File: config.mk
export PLATFORM = sky130hd
export DESIGN_NAME = rom_dl_ctrl
export DESIGN_NICKNAME = d
export VERILOG_FILES = /design/src/rtl/rom_dl_pkg.sv /design/src/rtl/rom_dl_hold_timer.sv /design/src/rtl/rom_dl_ctrl.sv
export SDC_FILE = /design/constraint.sdc
export NUM_CORES = 1
export LEC_CHECK = 0
export ABC_AREA = 0
export CAP_MARGIN = 25
export CORE_MARGIN = 2
export CORE_UTILIZATION = 24
export CTS_CLUSTER_DIAMETER = 80
export CTS_CLUSTER_SIZE = 24
export DETAILED_ROUTE_END_ITERATION = 10
export PLACE_DENSITY_LB_ADDON = 0.3
export SLEW_MARGIN = 20
export SYNTH_ARGS = -nofsm -noshare
export SYNTH_HDL_FRONTEND = slang
export SYNTH_SLANG_ARGS = --single-unit
File: constraint.sdc
create_clock -name CLK -period 7.8 [get_ports CLK]
set_input_delay 1.56 -clock CLK [delete_from_list [all_inputs] [get_ports CLK]]
set_output_delay 1.56 -clock CLK [all_outputs]
set_load 0.01 [all_outputs]
File: src/rtl/rom_dl_pkg.sv
// rom_dl_pkg: shared FSM state type, ioctl image indices and default image sizes for the ROM download sequencer
package rom_dl_pkg;
  typedef enum logic [1:0] {IDLE, LOAD, HOLD, RUN} dl_state_t;
  localparam logic [7:0] IDX_MAIN = 8'd0;
  localparam logic [7:0] IDX_SND = 8'd1;
  localparam int MAIN_SIZE_DEF = 'hF000;
  localparam int SND_SIZE_DEF = 'h2000;
endpackage

File: src/rtl/rom_dl_hold_timer.sv
// rom_dl_hold_timer: loads CYCLES-1 on load, counts down to zero and holds there; done while the count is zero
module rom_dl_hold_timer #(
  parameter int CYCLES = 256
) (
  input  logic clk,
  input  logic rst,
  input  logic load,
  output logic done
);
  localparam int W = CYCLES > 1 ? $clog2(CYCLES) : 1;
  logic [W-1:0] cnt_q, cnt_d;
  always_comb cnt_d = load ? W'(CYCLES - 1) : (cnt_q != '0 ? cnt_q - 1'b1 : cnt_q);
  always_ff @(posedge clk) cnt_q <= rst ? '0 : cnt_d;
  assign done = cnt_q == '0;
endmodule

File: src/rtl/rom_dl_ctrl.sv
// rom_dl_ctrl: ioctl ROM download sequencer (write steering, load tracking, CPU reset hold); checksum judging enabled by ROM_DL_CKSUM_EN
module rom_dl_ctrl
  import rom_dl_pkg::*;
#(
  parameter int         MAIN_SIZE   = MAIN_SIZE_DEF,
  parameter int         SND_SIZE    = SND_SIZE_DEF,
  parameter int         HOLD_CYCLES = 256,
  parameter logic [7:0] CKSUM_MAIN  = 8'h00
) (
  input  logic        CLK,
  input  logic        RESET,
  input  logic        ioctl_download,
  input  logic [7:0]  ioctl_index,
  input  logic        ioctl_wr,
  input  logic [24:0] ioctl_addr,
  input  logic [7:0]  ioctl_dout,
  output logic [24:0] dl_addr,
  output logic [7:0]  dl_data,
  output logic        dl_wr_main,
  output logic        dl_wr_snd,
  output logic        core_reset,
  output logic        rom_ready,
  output logic        dl_err,
  output logic [7:0]  dl_sum
);
  dl_state_t state_q, state_d;
  logic dl_q, idx_q, idx_d;
  logic [16:0] cnt_main_q, cnt_main_d, cnt_snd_q, cnt_snd_d, cnt_cur, cnt_nxt;
  logic ld_main_q, ld_main_d, ld_snd_q, ld_snd_d, err_q, err_d;
  logic [24:0] addr_q, addr_d;
  logic [7:0] data_q, data_d;
  logic wr_main_q, wr_main_d, wr_snd_q, wr_snd_d;
  logic rise, fall, rise_ok, wr_ok, in_range, hit, fall_load, img_ok, sum_ok;
  logic hold_load, hold_done;
  assign rise = ioctl_download & ~dl_q;
  assign fall = ~ioctl_download & dl_q;
  assign rise_ok = rise & (ioctl_index == IDX_MAIN || ioctl_index == IDX_SND);
`ifdef ROM_DL_CKSUM_EN
  logic [7:0] sum_q, sum_d, sum_base;
  always_comb begin
    sum_base = (rise_ok && !idx_d) ? 8'h00 : sum_q;
    sum_d = (hit && !idx_d) ? sum_base + ioctl_dout : sum_base;
    sum_ok = idx_q || sum_q == CKSUM_MAIN;
  end
  always_ff @(posedge CLK) sum_q <= RESET ? 8'h00 : sum_d;
  assign dl_sum = sum_q;
`else
  logic unused_cksum;
  assign unused_cksum = ^CKSUM_MAIN;
  assign sum_ok = 1'b1;
  assign dl_sum = 8'h00;
`endif
  // idx_d already reflects a same-cycle rise so a write arriving with the rise is steered to the new image
  always_comb begin
    idx_d = rise_ok ? ioctl_index == IDX_SND : idx_q;
    wr_ok = (rise_ok || state_q == LOAD) && ioctl_wr && ioctl_download;
    in_range = ioctl_addr < (idx_d ? 25'(SND_SIZE) : 25'(MAIN_SIZE));
    hit = wr_ok && in_range;
    cnt_cur = rise_ok ? '0 : (idx_d ? cnt_snd_q : cnt_main_q);
    cnt_nxt = (hit && cnt_cur != '1) ? cnt_cur + 1'b1 : cnt_cur;
    cnt_main_d = idx_d ? cnt_main_q : cnt_nxt;
    cnt_snd_d = idx_d ? cnt_nxt : cnt_snd_q;
    fall_load = state_q == LOAD && fall;
    img_ok = !err_q && sum_ok && cnt_cur == (idx_q ? 17'(SND_SIZE) : 17'(MAIN_SIZE));
    ld_main_d = (rise_ok && !idx_d) ? 1'b0 : (fall_load && !idx_q && img_ok) ? 1'b1 : ld_main_q;
    ld_snd_d = (rise_ok && idx_d) ? 1'b0 : (fall_load && idx_q && img_ok) ? 1'b1 : ld_snd_q;
    err_d = (rise_ok ? 1'b0 : err_q) | (wr_ok && !in_range) | (fall_load && !img_ok);
    addr_d = hit ? ioctl_addr : addr_q;
    data_d = hit ? ioctl_dout : data_q;
    wr_main_d = hit && !idx_d;
    wr_snd_d = hit && idx_d;
    state_d = rise_ok ? LOAD :
              fall_load ? ((ld_main_d && ld_snd_d) ? HOLD : IDLE) :
              (state_q == HOLD && hold_done) ? RUN : state_q;
    hold_load = state_d == HOLD && state_q != HOLD;
  end
  always_ff @(posedge CLK) begin
    if (RESET) begin
      state_q <= IDLE;
      dl_q <= 1'b0;
      idx_q <= 1'b0;
      cnt_main_q <= '0;
      cnt_snd_q <= '0;
      ld_main_q <= 1'b0;
      ld_snd_q <= 1'b0;
      err_q <= 1'b0;
      addr_q <= '0;
      data_q <= '0;
      wr_main_q <= 1'b0;
      wr_snd_q <= 1'b0;
    end else begin
      state_q <= state_d;
      dl_q <= ioctl_download;
      idx_q <= idx_d;
      cnt_main_q <= cnt_main_d;
      cnt_snd_q <= cnt_snd_d;
      ld_main_q <= ld_main_d;
      ld_snd_q <= ld_snd_d;
      err_q <= err_d;
      addr_q <= addr_d;
      data_q <= data_d;
      wr_main_q <= wr_main_d;
      wr_snd_q <= wr_snd_d;
    end
  end
  rom_dl_hold_timer #(.CYCLES(HOLD_CYCLES)) u_hold (
    .clk  (CLK),
    .rst  (RESET),
    .load (hold_load),
    .done (hold_done)
  );
  assign dl_addr = addr_q;
  assign dl_data = data_q;
  assign dl_wr_main = wr_main_q;
  assign dl_wr_snd = wr_snd_q;
  assign dl_err = err_q;
  assign core_reset = state_q != RUN;
  assign rom_ready = state_q == RUN;
endmodule

==> Yosys cells after proc, flatten, opt, wreduce, memory -nomap -nowiden <==
Cells that the tools add are included.
{ "word_totals": {"reg_bits": 84, "latch_bits": 0, "ram_bits": 0, "mem_bits_ro": 0, "input_bits": 45, "out_inout_bits": 46, "wordCells": 79, "mem_count": 0} }
{ "op_classes": {"addsub": 2, "mul": 0, "div_mod_pow": 0, "order_cmp": 1, "eq_ne": 9, "shift": 0, "n_mux": 17, "bitwise_logic": 7, "n_reduce_logical": 30} }
{ "op_table": {"columns": ["cell", "count"], "rows": [
  ["17-bit two-way mux", 3],
  ["16-bit two-way mux", 2],
  ["25-bit by 16-bit less-than comparator with 1-bit output", 1],
  ["1-bit logical AND", 19],
  ["17-bit by 1-bit adder with 17-bit output (second input constant)", 1],
  ["17-bit by 16-bit equality test with 1-bit output", 1],
  ["17-bit inequality test (second input constant)", 1],
  ["8-bit logical NOT", 2],
  ["8-bit two-way mux", 2],
  ["8-bit by 1-bit equality test with 1-bit output (second input constant)", 1],
  ["2-bit two-way mux", 4],
  ["8-bit nonzero test", 1],
  ["8-bit by 1-bit subtractor with 8-bit output (second input constant)", 1],
  ["2-bit equality test (second input constant)", 3],
  ["1-bit two-way mux", 6],
  ["1-bit logical NOT", 5],
  ["2-bit inequality test (second input constant)", 2],
  ["1-bit AND", 3],
  ["2-bit by 1-bit equality test with 1-bit output (second input constant)", 1],
  ["1-bit logical OR", 2],
  ["1-bit inverter", 2],
  ["1-bit OR", 2],
  ["2-bit nonzero test", 1]
]} }

==> Depth between registers and ports, before layout <==
Gate-level depths: netlist of run 1.
{ "logic_depth": {"depth_word": 18, "depth_mapped": 16, "ltp_nobuf": 14} }

==> By module <==
A second synthesis of run 1 with hierarchy kept.
{ "hier_totals": {"hier_cells": 487, "hier_area_um2": 4070.2} }
{ "by_module_without_submodules": {"columns": ["module", "instances", "cells_each", "area_per_inst_um2", "seq_area_each_um2"], "rows": [
  ["rom_dl_ctrl", 1, 441, 3678.5, 1521.5],
  ["rom_dl_hold_timer", 1, 46, 391.6, 160.2]
]} }

==> Worst setup path before layout of run 1 <==
No wires, ideal clock.
{ "synth_timing": {"path_kind": "input port to flip-flop", "startpoint": "in ioctl_index[5]", "endpoint": "reg addr_q[20] (netlist: dl_addr[20])", "setup_time_ns": 0.116, "t_arrival_ns": 4.675, "required_ns": 7.684, "slack_ns": 3.009, "cell_stages": 13, "path_buffers": 3, "cell_sequence": "or4_1 -> nor4_2 -> nor2_1 -> inv_1 -> clkbuf_1 -> ha_1 -> a21oi_1 -> nor2b_1 -> o41a_1 -> or4b_1 -> clkbuf_1 -> buf_2 -> and3_1"} }
{ "synth_between": {"elab_chain_cells": 7, "word_cells_on_any_way": 11, "cone_classes": "1 x order compare; 1 x eq/ne; 2 x mux; 1 x bitwise; 6 x reduce/logical"} }
{ "synth_lines": {"columns": ["item", "line", "source"], "rows": [
  ["start: declaration", "rom_dl_ctrl.sv:13", "input logic [7:0] ioctl_index,"],
  ["8-bit by 1-bit equality test with 1-bit output / 8-bit logical NOT (equally long branches)", "rom_dl_ctrl.sv:37, rom_dl_ctrl.sv:55", null],
  ["1-bit logical OR", "rom_dl_ctrl.sv:37", "assign rise_ok = rise & (ioctl_index == IDX_MAIN || ioctl_index == IDX_SND);"],
  ["1-bit AND", "rom_dl_ctrl.sv:37", null],
  ["1-bit two-way mux (*)", "rom_dl_ctrl.sv:55", "idx_d = rise_ok ? ioctl_index == IDX_SND : idx_q;"],
  ["via idx_d", "rom_dl_ctrl.sv:27", "logic dl_q, idx_q, idx_d;"],
  ["16-bit two-way mux (*)", "rom_dl_ctrl.sv:57", "in_range = ioctl_addr < (idx_d ? 25'(SND_SIZE) : 25'(MAIN_SIZE));"],
  ["25-bit by 16-bit less-than comparator with 1-bit output (*)", "rom_dl_ctrl.sv:57", null],
  ["1-bit logical AND (*)", "rom_dl_ctrl.sv:58", "hit = wr_ok && in_range;"],
  ["end signal: assignment", "rom_dl_ctrl.sv:100", "addr_q <= addr_d;"],
  ["end: declaration", "rom_dl_ctrl.sv:30", "logic [24:0] addr_q, addr_d;"]
]} }
The timed path passes the listed nets; every way through them passes the cells marked *.
A chain may end at the register's enable or synchronous reset.

==> Final worst setup path of run 1 <==
{ "layout_timing": {"startpoint": "in ioctl_index[5]", "endpoint": "reg cnt_snd_q[8]"} }
{ "layout_between": {"elab_chain_cells": 9, "word_cells_on_any_way": 17, "cone_classes": "1 x add/sub; 1 x order compare; 2 x eq/ne; 5 x mux; 1 x bitwise; 7 x reduce/logical"} }
{ "layout_lines": {"columns": ["item", "line", "source"], "rows": [
  ["8-bit by 1-bit equality test with 1-bit output / 8-bit logical NOT (equally long branches)", "rom_dl_ctrl.sv:37, rom_dl_ctrl.sv:55", null],
  ["1-bit logical OR", "rom_dl_ctrl.sv:37", null],
  ["1-bit AND", "rom_dl_ctrl.sv:37", null],
  ["1-bit two-way mux / 1-bit logical OR (equally long branches)", "rom_dl_ctrl.sv:55, rom_dl_ctrl.sv:56", null],
  ["16-bit two-way mux, or another cell as far along", "rom_dl_ctrl.sv:57", null],
  ["25-bit by 16-bit less-than comparator with 1-bit output, or another cell as far along", "rom_dl_ctrl.sv:57", null],
  ["1-bit logical AND / 17-bit inequality test (equally long branches)", "rom_dl_ctrl.sv:58, rom_dl_ctrl.sv:60", null],
  ["1-bit logical AND", "rom_dl_ctrl.sv:60", "cnt_nxt = (hit && cnt_cur != '1) ? cnt_cur + 1'b1 : cnt_cur;"],
  ["17-bit two-way mux", "rom_dl_ctrl.sv:60", null],
  ["end signal: assignment", "rom_dl_ctrl.sv:96", "cnt_snd_q <= cnt_snd_d;"],
  ["end: declaration", "rom_dl_ctrl.sv:28", "logic [16:0] cnt_main_q, cnt_main_d, cnt_snd_q, cnt_snd_d, cnt_cur, cnt_nxt;"]
]} }
Parallel ways exist; a longest one is shown, timed or not.

==> results.md, run 1 <==
Synth:
- The number of enable-type register cells in the synthesized netlist is 0.
- The share of flip-flops with an asynchronous set or reset is 0%.
- The adder and majority cell fraction of the synthesized area is between 1.5 and 2%.
- The Yosys step of the flow raised 0 warnings.
- The synthesized design devotes to its leading area cell type 40.2% of total area.
- In the synthesized netlist the dominant register cell turns out to be sky130_fd_sc_hd__dfxtp_1.
- In this run, distinct cell masters in the synthesized netlist total 59.
- The synthesized netlist devotes 1.05% of its cell area to XOR and XNOR gates.
- The post-synthesis mux area share is 3.47%.
- Dividing the synthesized area by the synthesized cell count gives roughly 8 µm².
- In the synthesized netlist, the number of instances is 519.
- After synthesis, the largest family of logic cells by area is simple AND/OR/NAND/NOR gates.
- Summing the sequential cell areas from Yosys gives 40.2% of the chip area.
- The synthesized netlist devotes 29.2% of its cell area to simple gates.
- The share of the synthesized area in compound gates (AO/OA/AOI/OAI) is a little under a fifth.
- The summed instance area of the synthesized netlist is 4180 µm².
- After synthesis, the cell types taking the most area are sky130_fd_sc_hd__dfxtp_1 40%, sky130_fd_sc_hd__nand2_1 7.2%, sky130_fd_sc_hd__a21oi_1 6.8%.
- Summed over all instances, the cell type with the most area after synthesis is sky130_fd_sc_hd__dfxtp_1.
- The flip-flop and latch count after synthesis is 84.

Final layout:
- The library cell used most frequently in the layout, excluding fill and tap cells, is sky130_fd_sc_hd__dfxtp_1.
- In the final layout, the share of cells above drive strength 1 is approximately 7.7%.
- Compared with the post-synthesis result, the final layout area differs by 33.0%.
- Leaving out fill and tap cells, the most frequent cells in the layout are 84 x sky130_fd_sc_hd__dfxtp_1, 81 x sky130_fd_sc_hd__clkdlybuf4s50_1, 80 x sky130_fd_sc_hd__nand2_1.
- After filler insertion, the fill cell instance count of the layout stands at approximately 1800.
- In the final layout, the multi-input gates occupy between 2000 and 2500 µm².
- The final design instance area without fill is approximately 5600 µm².
- The share of the core filled with cells is around 32%.
- After the last flow step, the layout net total stands at 646.
- The sequential cell area in the final layout is roughly 1700 µm².
- Once layout is complete, the cells apart from fillers number 825.
- The count of inserted antenna diode cells is 0.

Timing:
- The count of pins over their slew limit was 0.
- The final count of negative-setup-slack endpoints is 0.
- In the final timing run, aggregate negative setup slack is 0 ps.
- The hold slack is 455 ps.
- Setup repair after global routing left no endpoint under its margin.
- The worst-margin pin slew is a little over 900 ps.
- The total count of hold-check failures in the final report is 0.
- Counting I/O delays and the setup requirement, the final critical path takes around 5300 ps.
- The worst-case clock skew is about 6.4 ps.
- The worst pin sits at a relative slew slack of between 30% and 40%.
- For this run, the top clock speed supported by timing is around 0.19 GHz.
- The ratio of final minimum period to clock period is 67.8%.

Global route:
- Global routing used roughly 14% of the available tracks across all layers.
- The total congestion overflow after global routing is 0.
- The largest net degree at the start of global routing is 67.
- For met1 alone, demand over resource in global routing was a little under a fifth.
- The global routing met2 resource utilization is ~23%.
- The first global-routing pass estimated just over 20000 µm of wire.
- In the global route stage, met3 resource usage came out at under 10%.
- The initial antenna violation count came to 0.
- The via count of the first global-routing pass is between 4000 and 5000.
- After global routing, the most crowded layer is met2.

Drt:
- Wires add up to approximately 13000 µm.
- Using the TritonRoute via totals, the vias-per-cell ratio works out to between 5 and 6.
- In this run, the number of DRC markers left after iteration 0 of detailed routing was 340.
- The number of nets with antenna violations after routing is 0.
- The DRC violations left is 0.
- The final route contains about 4200 vias.
- The routed wire length per instance is 15.7 µm.
- The count of TritonRoute iterations in the first routing pass is 5.

Clock network:
- TritonCTS created 9 clock buffers.
- The TritonCTS sink count is 84.
- The number of resized instances in the post-cts repair step is 0.
- The later pin in the worst-skew pair is clocked with a latency of roughly 350 ps.
- The clock transition at the registers of the reported paths is approximately 60 ps.
- The maximum buffer depth of the clock tree is 2.
- The CTS tree is yes.
- The clock tree root buffer cell is sky130_fd_sc_hd__clkbuf_16.
- The number of buffers added for setup after CTS is 0.
- The number of buffers inserted by hold repair at cts is 0.
- The number of H-tree levels is 3.

Place:
- The routability congestion estimate from global placement is around 0.9.
- During placement, the flow inserted port buffers numbering 82.
- Summing all placed instances gives a cell area of between 5000 and 6000 µm².
- The wire-length estimate of the detail-placed layout is slightly above 9000 µm.
- The post-placement cell count is slightly above 800.

Pwr:
- The internal power contribution is between 700 and 800 µW.
- Dividing total power by cell area gives a power density of between 150 and 200 nW/µm².
- The relative contribution of sequential cells to total power is a little over two fifths.
- Net switching is 25.6% of the power.
- The combinational group share of total power is between 10% and 20%.
- For this design the static power due to leakage is between 1.5 and 2 nW.
- For this design the total switching power over the nets is between 200 and 300 µW.
- In this run, the clock network consumes a little over two fifths of the power.
- The highest ir drop seen on vdd is around 0.0001 V.

Floorplanning:
- The placement row count is 48.
- The area of the core is 17200 µm².
- Once the floorplan was initialized, standard cells occupied between 20% and 30% of the core.
- From bottom edge to top edge, the die measures 136 µm.
- The die covers between 15000 and 20000 µm².
- The I/O pin count is 91.
- The die span in x is 136 µm.

Critical path:
- The critical path is of the input pin to register type.
- The worst path required time is 8070 ps.
- The data arrival time at the worst-slack endpoint is approximately 5600 ps.
- The type of destination of the critical path is a register.
- Along the worst path, the maximum fanout reaches 7.
- The critical path launch point type is an input pin.

Worst hold path:
- In this run the worst hold path is classified as register to register.

Job:
- The tool flagged a number of max-cap violations equal to 0.

Run status:
- The flow ran to the end, and the final reports show no timing, DRC or antenna violations.
routing by layer:
| metal | part of all wire, % | wire [µm] |
|---|---|---|
| met5 | 0 | 0 |
| met4 | 2.5 | 328 |
| met3 | 7.2 | 930 |
| met2 | 46 | 5960 |
| met1 | 44 | 5700 |
logic make-up after synthesis:
logic type,after synthesis
xor gates and xnor gates,5
muxes,14
buffers and inverters,52
AOI/OAI and AO/OA,126
and+or+nand+nor,231
adders and majority gates,6
DFF,84
other,1
metrics by stage:
stage,power [mW],setup slack [ps]
after floorplan,0.560,3010
after global placement,0.598,1980
after detailed placement,0.606,2200
after CTS,1.06,2570
after global routing,1.09,2320
final,1.04,2510
power by group through the flow:
stage	sequential [mW]	combinational [mW]	clock, mW
3_5_place_dp	0.467	0.139	0
3_3_place_gp	0.466	0.132	0
2_1_floorplan	0.464	0.0954	0
5_1_grt	0.460	0.156	0.478
6_report	0.458	0.139	0.448
4_1_cts	0.458	0.140	0.459
flip-flops by register name, indices dropped and copies added (netlist names), 2 cells and up:
name,cells
cnt_main_q,17
cnt_snd_q,17
u_hold.cnt_q,8
dl_addr,25
state_q,2
dl_data,8
cell usage after synthesis, types with 2 or more instances:
| cell type | number |
|---|---|
| sky130_fd_sc_hd__o221ai_1 | 3 |
| sky130_fd_sc_hd__nand2b_1 | 3 |
| sky130_fd_sc_hd__a311oi_1 | 7 |
| sky130_fd_sc_hd__mux2i_1 | 10 |
| sky130_fd_sc_hd__xnor2_1 | 3 |
| sky130_fd_sc_hd__nor2_1 | 36 |
| sky130_fd_sc_hd__nor4b_2 | 2 |
| sky130_fd_sc_hd__dfxtp_1 | 84 |
| sky130_fd_sc_hd__xor2_1 | 2 |
| sky130_fd_sc_hd__nand3_1 | 19 |
| sky130_fd_sc_hd__nand4b_1 | 2 |
| sky130_fd_sc_hd__nand2_1 | 80 |
| sky130_fd_sc_hd__or2_2 | 2 |
| sky130_fd_sc_hd__nor4_2 | 3 |
| sky130_fd_sc_hd__nor2b_1 | 8 |
| sky130_fd_sc_hd__ha_1 | 6 |
| sky130_fd_sc_hd__a211oi_1 | 11 |
| sky130_fd_sc_hd__mux2_2 | 4 |
| sky130_fd_sc_hd__and3_1 | 13 |
| sky130_fd_sc_hd__o211ai_1 | 5 |
| sky130_fd_sc_hd__nor4b_1 | 2 |
| sky130_fd_sc_hd__buf_1 | 3 |
| sky130_fd_sc_hd__buf_4 | 8 |
| sky130_fd_sc_hd__buf_2 | 7 |
| sky130_fd_sc_hd__inv_1 | 14 |
| sky130_fd_sc_hd__nor4_1 | 9 |
| sky130_fd_sc_hd__and4b_1 | 2 |
| sky130_fd_sc_hd__o21ai_0 | 14 |
| sky130_fd_sc_hd__nor3_1 | 13 |
| sky130_fd_sc_hd__nand4_1 | 11 |
| sky130_fd_sc_hd__clkbuf_1 | 20 |
| sky130_fd_sc_hd__or3_1 | 8 |
| sky130_fd_sc_hd__a31oi_1 | 15 |
| sky130_fd_sc_hd__o311ai_0 | 2 |
| sky130_fd_sc_hd__or4_1 | 8 |
| sky130_fd_sc_hd__a21oi_1 | 57 |
final cells by class:
type                       count  share of cell area [%]
multi-input combinational    390                    41.4
timing repair buffer          96                    16.7
clock buffer                  11                    4.55
tap                          225                    5.07
sequential                    84                    30.3
clock inverter                 5                    1.08
inverter                      14                   0.946
critical path, stage by stage:
cell	delay (ps)
sky130_fd_sc_hd__clkdlybuf4s50_1	460
sky130_fd_sc_hd__or4_1	580
sky130_fd_sc_hd__nor3_1	290
sky130_fd_sc_hd__nor2_1	120
sky130_fd_sc_hd__ha_1	240
sky130_fd_sc_hd__nand3_1	210
sky130_fd_sc_hd__nor4_1	120
sky130_fd_sc_hd__ha_1	220
sky130_fd_sc_hd__nand2b_1	180
sky130_fd_sc_hd__nor3_1	560
sky130_fd_sc_hd__buf_2	290
sky130_fd_sc_hd__nand3_1	110
sky130_fd_sc_hd__or4_1	480
sky130_fd_sc_hd__a21oi_1	150
path summary, 6_finish.rpt:
check	startpoint	to	slack (ps)	cells past startpoint
min	dl_addr[5]	dl_addr[5]	460	2
min reg2reg	dl_addr[5]	dl_addr[5]	460	2
max reg2reg	dl_q	cnt_snd_q[8]	3990	13
max	ioctl_index[5]	cnt_snd_q[8]	2510	14
Power figures use the tool's default switching activity.
==> inputs of run 2 (changes only) <==
==> constraint.sdc (replaced) <==
create_clock -name CLK -period 5.2 [get_ports CLK]
set_input_delay 1.04 -clock CLK [delete_from_list [all_inputs] [get_ports CLK]]
set_output_delay 1.04 -clock CLK [all_outputs]
set_load 0.01 [all_outputs]
==> results.md, run 2 (synthesis results as in run 1) <==
Timing:
- At the pin with the least slew margin, the transition time is about 1000 ps.
- In the finished design, the share of the clock period the worst path needs comes to between 80% and 90%.
- The count of pins over their slew limit is 0.
- Setup repair after global routing left no endpoint under its margin.
- The final count of negative-setup-slack endpoints is 0.
- Headroom to the max-slew limit came out at between 30% and 40%.
- Between clock sinks in the finished design, the worst skew comes to 8.66 ps.
- Static timing analysis puts the maximum clock frequency at approximately 0.23 GHz.
- The final period demand of the worst path is roughly 4400 ps.
- The accumulated negative setup slack is 0 ps.
- The total count of hold-check failures in the final report is 0.
- The hold slack is between 400 and 500 ps.

Place:
- The detailed placement HPWL is between 9000 and 10000 µm.
- The count of buffers added on input and output ports is a little over 80.
- The routability congestion estimate from global placement is about 0.84.
- Once placement completed, the tool counted placed cells totaling 810.
- The placed instances occupy a cell area of between 5000 and 6000 µm².

Clock network:
- For the worst-skew pair, the clock arrives at the later sink with an insertion delay of around 350 ps.
- The number of H-tree levels is 3.
- The number of resized instances in the post-cts repair step is 0.
- The number of buffers added for setup after CTS is 0.
- TritonCTS built the clock tree.
- The number of clock buffers inserted by TritonCTS is 9.
- For this design, the CTS-stage hold fixing added 0 buffers.
- The tree built by TritonCTS fans out to 84 sinks.
- No sink is reached through more buffers than the 2 on the longest clock path.
- The clock tree root buffer cell is sky130_fd_sc_hd__clkbuf_16.
- Clock-pin slew was measured on the worst setup and hold paths at roughly 60 ps.

Final layout:
- The layout has 1840 filler cells.
- The final layout contains between 600 and 700 nets.
- The count of inserted antenna diode cells is 0.
- The filler-free cell count of the finished design is slightly above 800.
- The number of flip-flops in the largest register is 25.
- The sequential cell area in the final layout is between 1500 and 2000 µm².
- The area growth from synthesis to layout is 33.3%.
- The fraction of layout cells with a size suffix above 1 is roughly 7.7%.
- Leaving out fill and tap cells, the most frequent cells in the layout are 84 x sky130_fd_sc_hd__dfxtp_1, 81 x sky130_fd_sc_hd__clkdlybuf4s50_1, 80 x sky130_fd_sc_hd__nand2_1.
- The footprint of the multi-input gates is around 2300 µm².
- The final design instance area without fill is roughly 5600 µm².
- The leading cell type in the layout, fill and taps excluded is sky130_fd_sc_hd__dfxtp_1.

Critical path:
- The worst path required time is about 5400 ps.
- The kind of cell with the highest combined delay along the critical path is simple AND/OR/NAND/NOR gates.
- The maximum fanout along the worst path is 7.
- Data on the critical path arrives at its endpoint at approximately 4600 ps.
- The critical path launch point type is an input pin.
- STA classifies the critical path endpoint as a register.
- The longest individual stage delay on the worst path is slightly below 600 ps.
- The slowest stage of the critical path is the sky130_fd_sc_hd__or4_1 cell.
- The signal on the critical path passes through clkdlybuf4s50_1 -> or4_1 -> nor3_1 -> nor2_1 -> ha_1 -> nand3_1 -> nor4_1 -> ha_1 -> nand2b_1 -> or3_1 -> or4_1 -> o221ai_1 -> a21oi_1.
- The kind of critical path is input pin to register.
- The combined buffer and inverter count along the critical path is 1.
- The setup check on the worst reg-to-reg path leaves a slack of approximately 1300 ps.

Global route:
- The largest net degree at the start of global routing is 67.
- The total congestion overflow after global routing is 0.
- The total global routing track utilization is between 10% and 20%.
- The first-pass GRT wire length is about 21000 µm.
- The initial antenna violation count is 0.
- The via count of the first global-routing pass is slightly above 4000.

Floorplanning:
- The core region is 17200 µm².
- From bottom edge to top edge, the die measures 136 µm.
- Row generation in the floorplan step produced 48 rows.
- For this design the top-level I/O count stands at 91.
- The initial cell density of the core is 24.3%.
- The floorplan die area is 18500 µm².
- The die span in x is 136 µm.

Drt:
- Once detail routing completed, the nets flagged for antenna violations numbered 0.
- For this run, the detailed router's first-pass iteration total came to 4.
- For this run, design rule violations remaining after detail routing come to 0.
- The sum of routed wire length over all layers is between 10000 and 15000 µm.
- In the routed layout, each cell is associated on average with a via count of about 5.1.
- The count of routing violations after the opening detailed-route iteration is about 290.
- The routed wire length per instance is approximately 16 µm.
- The detailed router placed between 4000 and 5000 vias in this run.

Worst hold path:
- The class of the tightest hold or removal check is register to register.

Job:
- Max-cap violations in this run came to 0.

Pwr:
- The overall power consumption is between 1.5 and 2 mW.
- For this design the ratio of total power to cell area is about 290 nW/µm².
- IR analysis of the VDD net gives a maximum drop of 0.000123 V.
- For this design the static power due to leakage is between 1.5 and 2 nW.

Run status:
- The flow ran to the end, and the final reports show no timing, DRC or antenna violations.
==> run 2: per-layer routing <==
layer	vias to the layer above	track usage [%]	wire length (µm)
met3	17	4.40	908
met1	1974	17.9	5720
met4	0	5.67	249
met2	142	23.0	6060
met5	-	0	0
li1	2042	-	-
==> run 2: final timing paths <==
path / cells after the start / to / start
setup / recovery: 13 / cnt_main_q[15] / ioctl_index[5]
hold / removal: 2 / dl_data[3] / dl_data[3]
setup reg to reg: 13 / cnt_main_q[15] / idx_q
hold reg to reg: 2 / dl_data[3] / dl_data[3]
==> run 2: worst reg2reg max path, cell delays in order, from the launching register on <==
cell and delay (ps):
sky130_fd_sc_hd__dfxtp_1 830, sky130_fd_sc_hd__buf_4 320, sky130_fd_sc_hd__mux2_2 350, sky130_fd_sc_hd__nand2_1 80
sky130_fd_sc_hd__inv_1 60, sky130_fd_sc_hd__ha_1 220, sky130_fd_sc_hd__nand3_1 110, sky130_fd_sc_hd__nor4_1 80
sky130_fd_sc_hd__ha_1 210, sky130_fd_sc_hd__nand2b_1 170, sky130_fd_sc_hd__or3_1 520, sky130_fd_sc_hd__or4_1 590
sky130_fd_sc_hd__o221ai_1 210, sky130_fd_sc_hd__a21oi_1 60
==> run 2: power by group <==
part           internal, mW  leakage, nW  switching [mW]  total [mW]
sequential            0.667        0.678          0.0199       0.687
combinational        0.0988         1.03           0.105       0.204
clock                 0.436        0.156           0.269       0.704
total                  1.20         1.86           0.394        1.60
==> run 2: cell type report <==
class | instances | share of cell area (%)
Clock buffer | 11 | 4.36
Clock inverter | 5 | 1.53
Inverter | 14 | 0.943
Multi-Input combinational cell | 390 | 41.3
Sequential cell | 84 | 30.2
Tap cell | 225 | 5.05
Timing Repair Buffer | 97 | 16.7
==> run 2: through the flow <==
stage               utilization (%)  setup slack [ps]
floorplan                         -               929
global placement               30.5               529
detailed placement             30.5               456
CTS                            32.4               816
global route                   32.4               656
finish                         32.4               785
